**src/rtl/keypad_scan.sv**
```systemverilog
// rtl/keypad_scan.sv - 4x4 matrix keypad scanner producing one debounced hex code per press
// Optional auto-repeat while a key is held: define KEYPAD_REPEAT_EN.
module keypad_scan #(
  parameter int SETTLE   = 1000,
  parameter int DEBOUNCE = 100000,
  parameter int REPEAT   = 25000000
) (
  input  logic       clk,
  input  logic       reset,
  input  logic [3:0] row,
  output logic [3:0] col,
  output logic [3:0] key,
  output logic       key_valid,
  output logic       pressed
);

  localparam int CNT_MAX = (SETTLE > DEBOUNCE) ? SETTLE : DEBOUNCE;
  localparam int CW      = $clog2(CNT_MAX + 1);
  localparam logic [CW-1:0] SETTLE_LAST = CW'(SETTLE - 1);
  localparam logic [CW-1:0] DEB_LAST    = CW'(DEBOUNCE - 1);

  typedef enum logic [1:0] {S_SCAN, S_DEBOUNCE, S_HELD, S_RELEASE} state_t;

  state_t        state, state_next;
  logic [3:0]    row_meta, row_s;
  logic [CW-1:0] cnt, cnt_next;
  logic [1:0]    c_idx, c_idx_next;
  logic [1:0]    r_idx, r_idx_next;
  logic [1:0]    low_row;
  logic [3:0]    key_next;
  logic          key_valid_next;
  logic          pressed_next;
  logic          settle_done, deb_done, any_low, row_hit;

`ifdef KEYPAD_REPEAT_EN
  localparam int RW = $clog2(REPEAT + 1);
  localparam logic [RW-1:0] RPT_LAST = RW'(REPEAT - 1);
  logic [RW-1:0] rpt_cnt, rpt_next;
`else
  localparam int repeat_unused = REPEAT;
`endif

  function automatic logic [3:0] key_code(input logic [1:0] r, input logic [1:0] c);
    logic [3:0] code;
    case ({r, c})
      4'h0: code = 4'h1;
      4'h1: code = 4'h2;
      4'h2: code = 4'h3;
      4'h3: code = 4'hA;
      4'h4: code = 4'h4;
      4'h5: code = 4'h5;
      4'h6: code = 4'h6;
      4'h7: code = 4'hB;
      4'h8: code = 4'h7;
      4'h9: code = 4'h8;
      4'hA: code = 4'h9;
      4'hB: code = 4'hC;
      4'hC: code = 4'h0;
      4'hD: code = 4'hF;
      4'hE: code = 4'hE;
      default: code = 4'hD;
    endcase
    return code;
  endfunction

  assign settle_done = (cnt == SETTLE_LAST);
  assign deb_done    = (cnt == DEB_LAST);
  assign any_low     = (row_s != 4'hF);
  assign row_hit     = ~row_s[r_idx];

  // Lowest-index low row wins when several rows in a column are down.
  always_comb begin
    low_row = 2'd3;
    if (!row_s[2]) low_row = 2'd2;
    if (!row_s[1]) low_row = 2'd1;
    if (!row_s[0]) low_row = 2'd0;
  end

  always_ff @(posedge clk) begin
    if (reset) state <= S_SCAN;
    else       state <= state_next;
  end

  always_comb begin
    state_next = state;
    case (state)
      S_SCAN:     if (settle_done && any_low) state_next = S_DEBOUNCE;
      S_DEBOUNCE: if (!row_hit) state_next = S_SCAN;
                  else if (deb_done) state_next = S_HELD;
      S_HELD:     if (!row_hit) state_next = S_RELEASE;
      S_RELEASE:  if (!row_hit && deb_done) state_next = S_SCAN;
      default:    state_next = S_SCAN;
    endcase
  end

  always_comb begin
    cnt_next       = cnt;
    c_idx_next     = c_idx;
    r_idx_next     = r_idx;
    key_next       = key;
    key_valid_next = 1'b0;
    pressed_next   = pressed;
`ifdef KEYPAD_REPEAT_EN
    rpt_next       = rpt_cnt;
`endif
    case (state)
      S_SCAN: begin
        if (settle_done) begin
          cnt_next = '0;
          if (any_low) r_idx_next = low_row;
          else         c_idx_next = c_idx - 2'd1;
        end else begin
          cnt_next = cnt + 1'b1;
        end
      end
      S_DEBOUNCE: begin
        if (!row_hit) begin
          cnt_next = '0;
        end else if (deb_done) begin
          cnt_next       = '0;
          key_valid_next = 1'b1;
          key_next       = key_code(r_idx, c_idx);
          pressed_next   = 1'b1;
`ifdef KEYPAD_REPEAT_EN
          rpt_next       = '0;
`endif
        end else begin
          cnt_next = cnt + 1'b1;
        end
      end
      S_HELD: begin
        if (!row_hit) begin
          cnt_next = '0;
`ifdef KEYPAD_REPEAT_EN
          rpt_next = '0;
        end else if (rpt_cnt == RPT_LAST) begin
          key_valid_next = 1'b1;
          rpt_next       = '0;
        end else begin
          rpt_next = rpt_cnt + 1'b1;
`endif
        end
      end
      S_RELEASE: begin
        // Any bounce back to low restarts the release run.
        if (row_hit) begin
          cnt_next = '0;
        end else if (deb_done) begin
          cnt_next     = '0;
          pressed_next = 1'b0;
          c_idx_next   = c_idx - 2'd1;
        end else begin
          cnt_next = cnt + 1'b1;
        end
      end
      default: cnt_next = '0;
    endcase
  end

  always_ff @(posedge clk) begin
    if (reset) begin
      row_meta  <= 4'hF;
      row_s     <= 4'hF;
      cnt       <= '0;
      c_idx     <= 2'd3;
      r_idx     <= 2'd0;
      col       <= 4'b0111;
      key       <= 4'h0;
      key_valid <= 1'b0;
      pressed   <= 1'b0;
    end else begin
      row_meta  <= row;
      row_s     <= row_meta;
      cnt       <= cnt_next;
      c_idx     <= c_idx_next;
      r_idx     <= r_idx_next;
      col       <= ~(4'b0001 << c_idx_next);
      key       <= key_next;
      key_valid <= key_valid_next;
      pressed   <= pressed_next;
    end
  end

`ifdef KEYPAD_REPEAT_EN
  always_ff @(posedge clk) begin
    if (reset) rpt_cnt <= '0;
    else       rpt_cnt <= rpt_next;
  end
`endif

endmodule
```
**config.mk**
```make
export PLATFORM = sky130hd
export DESIGN_NAME = keypad_scan
export DESIGN_NICKNAME = d
export VERILOG_FILES = /design/src/rtl/keypad_scan.sv
export SDC_FILE = /design/constraint.sdc
export NUM_CORES = 1
export LEC_CHECK = 0
export CELL_PAD_IN_SITES_DETAIL_PLACEMENT = 2
export CELL_PAD_IN_SITES_GLOBAL_PLACEMENT = 2
export CORE_UTILIZATION = 30
export DETAILED_ROUTE_END_ITERATION = 6
export PLACE_DENSITY_LB_ADDON = 0.1
export SETUP_SLACK_MARGIN = 0.3
export SLEW_MARGIN = 20
export SYNTH_ARGS = -nofsm -noshare
export SYNTH_HDL_FRONTEND = slang
export SYNTH_SLANG_ARGS = --single-unit
```
**constraint.sdc**
```tcl
create_clock -name clk -period 6 [get_ports clk]
set_clock_uncertainty 0.2 [all_clocks]
set_input_delay 1.5 -clock clk [delete_from_list [all_inputs] [get_ports clk]]
set_output_delay 1.5 -clock clk [all_outputs]
set_load 0.01 [all_outputs]
```
==> qor.yml <==
ys_seq_area_share_pct: 36.8
worst_pin_slew_ns: 0.669
end_kind: "flip-flop"
setup_viol: 0
register_area_sq_um: 821
synth_area_sq_um: 2230
seq_power_share_pct: 48.5
cts_setup_buffers: 0
cts-root-buf: "clkbuf_8"
cts_max_path_buffers: 2
yosys.area.top_type: "dfxtp_1"
io_pins: 16
hold_viol: 0
worstHoldPathType: "flip-flop to flip-flop"
pwr-share-comb_pct: 10.9
whs_endpoint: "row_s[2]$_SDFF_PP1_"
power.density_nw_per_um2: 235
clkPwrFrac_pct: 40.6
yosysWarnings: 0
slew_headroom_pct: 55.0
port_buffers: 15
pre_cts_ws_ns: 2.54
cp.arrival_ns: 3.06
grt_overflow_total: 0
status: "finished, final reports clean"
cp_slowest_cell: "clkdlybuf4s50_1"
drc: 0
hold_buffers: 0
drt_iter0_drc: 79
p_int_w: 0.000445
placed_area_sq_um: 2420
cts.sinks: 41
yosys-top-cells-area: "dfxtp_1, ha_1, nor3_1"
total_power_w: 0.000597
synth_area_per_cell_sq_um: 8.85
path_clk_slew_ns: 0.09
synth_top_area_share_pct: 36.8
fp.dieH_microns: 88.2
layout_setup_ws_ns: 2.91
postSynthCellCount: 252
path_cells: "clkdlybuf4s50_1 -> inv_1 -> nand2_1 -> a2111oi_0 -> a41oi_1"
antenna_left: 0
yosysMostFrequentCell: "dfxtp_1"
ys_async_sr_fraction_pct: 0
regToRegEndpoint: "cnt[7]$_SDFFE_PP0P_"
synth.ff_latch_count: 41
cts.repair.resized: 0
crit_required_ns: 5.97
min_period_ns: 3.09
nets: 279
final_area_sq_um: 2540
synth_fp_nets: 266
grt_max_degree: 25
dp.final_hpwl_microns: 4420
antenna_found_initial: 0
synth-main-ff-cell: "dfxtp_1"
fp-row-count: 31
setup_tns_ns: 0
grt.total_usage_pct: 16.4
grt_pass1_wl_microns: 9730
hold_path_depth: 1
rrSetupSlack_ns: 3.19
wirelength_microns: 5990
cts_tree: "done"
grt_pass1_vias: 1855
wl_per_cell_microns: 16.4
r2r_start: "cnt[11]$_SDFFE_PP0P_"
sw_frac_of_total_pct: 25.4
ys_types: 57
clk_latency_ns: 0.30
p_leak_nw: 0.886
cap_violations: 0
area_delta_synth_final_pct: 14.0
slew_viol_final: 0
cp_slowest_stage_delay_ns: 0.69
worst-path-max-fanout: 13
switchingPower_w: 0.000152
n_fill_cell: 844
die_area_sq_um: 7790
start_util_pct: 30.9
diodes: 0
drive_above_1_share_pct: 12.0
cp-start-kind: "input port"
r2r_cells: 5
coreArea_sq_um: 7210
synth_edf_count: 0
multiInputGateArea_sq_um: 1270
h-tree-depth: 2
num_vias: 1862
synthTopCellsByCount: "dfxtp_1, nand2_1, nor2_1, nor3_1, nand3_1"
crit_type: "input port to flip-flop"
drtPass1Iterations: 4
cts_buffers: 5
peakVddDrop_mv: 0.0780
worstHoldStart: "row_meta[2]$_SDFF_PP1_"
viasPerCell: 5.10
die-width_microns: 88.2
finalCritPeriodShare_pct: 51.5
fmax_mhz: 324
gp_congestion: 0.730
rsz0062_at_grt: "no"
## power groups by stage
stage / Clock, W / Sequential (W) / Combinational, W
final: 0.000242 / 0.000289 / 0.0000651
after global routing: 0.000258 / 0.000291 / 0.0000730
after CTS: 0.000247 / 0.000290 / 0.0000662
after detailed placement: 0 / 0.000296 / 0.0000657
after global placement: 0 / 0.000295 / 0.0000648
after floorplan: 0 / 0.000293 / 0.0000487
## critical path, delay by kind of cell
| family | cells | cell delay [ns] |
|---|---|---|
| compound gates | 2 | 0.41 |
| buf+inv | 2 | 1.05 |
| simple gates | 1 | 0.10 |
## layer usage
layer | share of wire, % | routed length [microns] | vias to the layer above | global-route usage [%]
met5 | 0 | 0 | - | 0
met4 | 0.94 | 56 | 0 | 3.96
met1 | 53 | 3190 | 912 | 23.6
li1 | - | - | 930 | -
met3 | 1.7 | 101 | 5 | 2.80
met2 | 44 | 2650 | 15 | 25.6
## state kept, by name, indices dropped and copies added, names as in the netlist, named ones only
name	count
c_idx	2
cnt	17
col	4
key	4
key_valid	1
pressed	1
r_idx	2
row_meta	4
row_s	4
state	1
## per-stage QoR
| stage | hold slack, ns | std cells | utilization [%] |
|---|---|---|---|
| after floorplan | 0.189 | 252 | - |
| after global placement | 0.190 | 357 | 33.6 |
| after detailed placement | 0.199 | 357 | 33.6 |
| after CTS | 0.220 | 365 | 35.2 |
| after global routing | 0.232 | 365 | 35.2 |
| final | 0.215 | 365 | 35.2 |
## cells in the final DEF, fill, tap and decap left out, types with 2 or more instances in the layout
cell	synthesis	layout
inv_1	12	12
nand2b_1	3	3
o21ai_0	3	3
ha_1	8	8
a31oi_1	3	3
or2_2	9	9
or4_4	2	2
nor4_1	3	3
clkdlybuf4s50_1	0	15
a21o_1	2	2
or3_1	2	2
xnor2_1	9	9
nor3_1	19	19
and3_1	5	5
mux2i_1	3	3
o21a_1	2	2
clkbuf_8	3	6
a211oi_1	2	2
nand2_1	22	22
nand4b_1	2	2
nand4bb_1	2	2
nand3_1	14	14
a21oi_1	10	10
nor2_1	20	20
a21oi_2	2	2
nand4_1	9	9
xor2_1	5	5
and4_1	2	2
dfxtp_1	41	41
## layout make-up
type                    count  share of cell area [%]
multi-input cells         189                    50.1
flip-flops and latches     41                    32.3
repair buffers             16                    6.20
well taps                  99                    4.87
clock buffers               6                    3.25
inverters                  12                    1.77
clock inverters             2                    1.48
## worst max path at each step
| stage | start | endpoint | slack [ns] | depth (start not counted) |
|---|---|---|---|---|
| 2_1_floorplan | reset | col[2]$_SDFF_PP1_ | 3.51 | 5 |
| 3_3_place_gp | reset | col[2]$_SDFF_PP1_ | 2.65 | 5 |
| 3_5_place_dp | reset | col[2]$_SDFF_PP1_ | 2.54 | 5 |
| 4_1_cts | reset | col[2]$_SDFF_PP1_ | 2.87 | 5 |
| 5_1_grt | reset | col[2]$_SDFF_PP1_ | 2.70 | 5 |
| 6_report | reset | col[2]$_SDFF_PP1_ | 2.91 | 5 |
## cell families (layout without fill, tap and decap cells)
kind of cell	count (synthesis)	in the layout	synth area share, %
AOI/OAI and AO/OA	39	39	12.8
xor gates and xnor gates	14	14	5.50
adders and majority gates	8	8	4.49
buffers and inverters	22	36	6.06
DFF	41	41	36.8
muxes	5	5	2.86
and+or+nand+nor	123	123	31.5
Note: power is estimated with default switching activity, not from simulation.
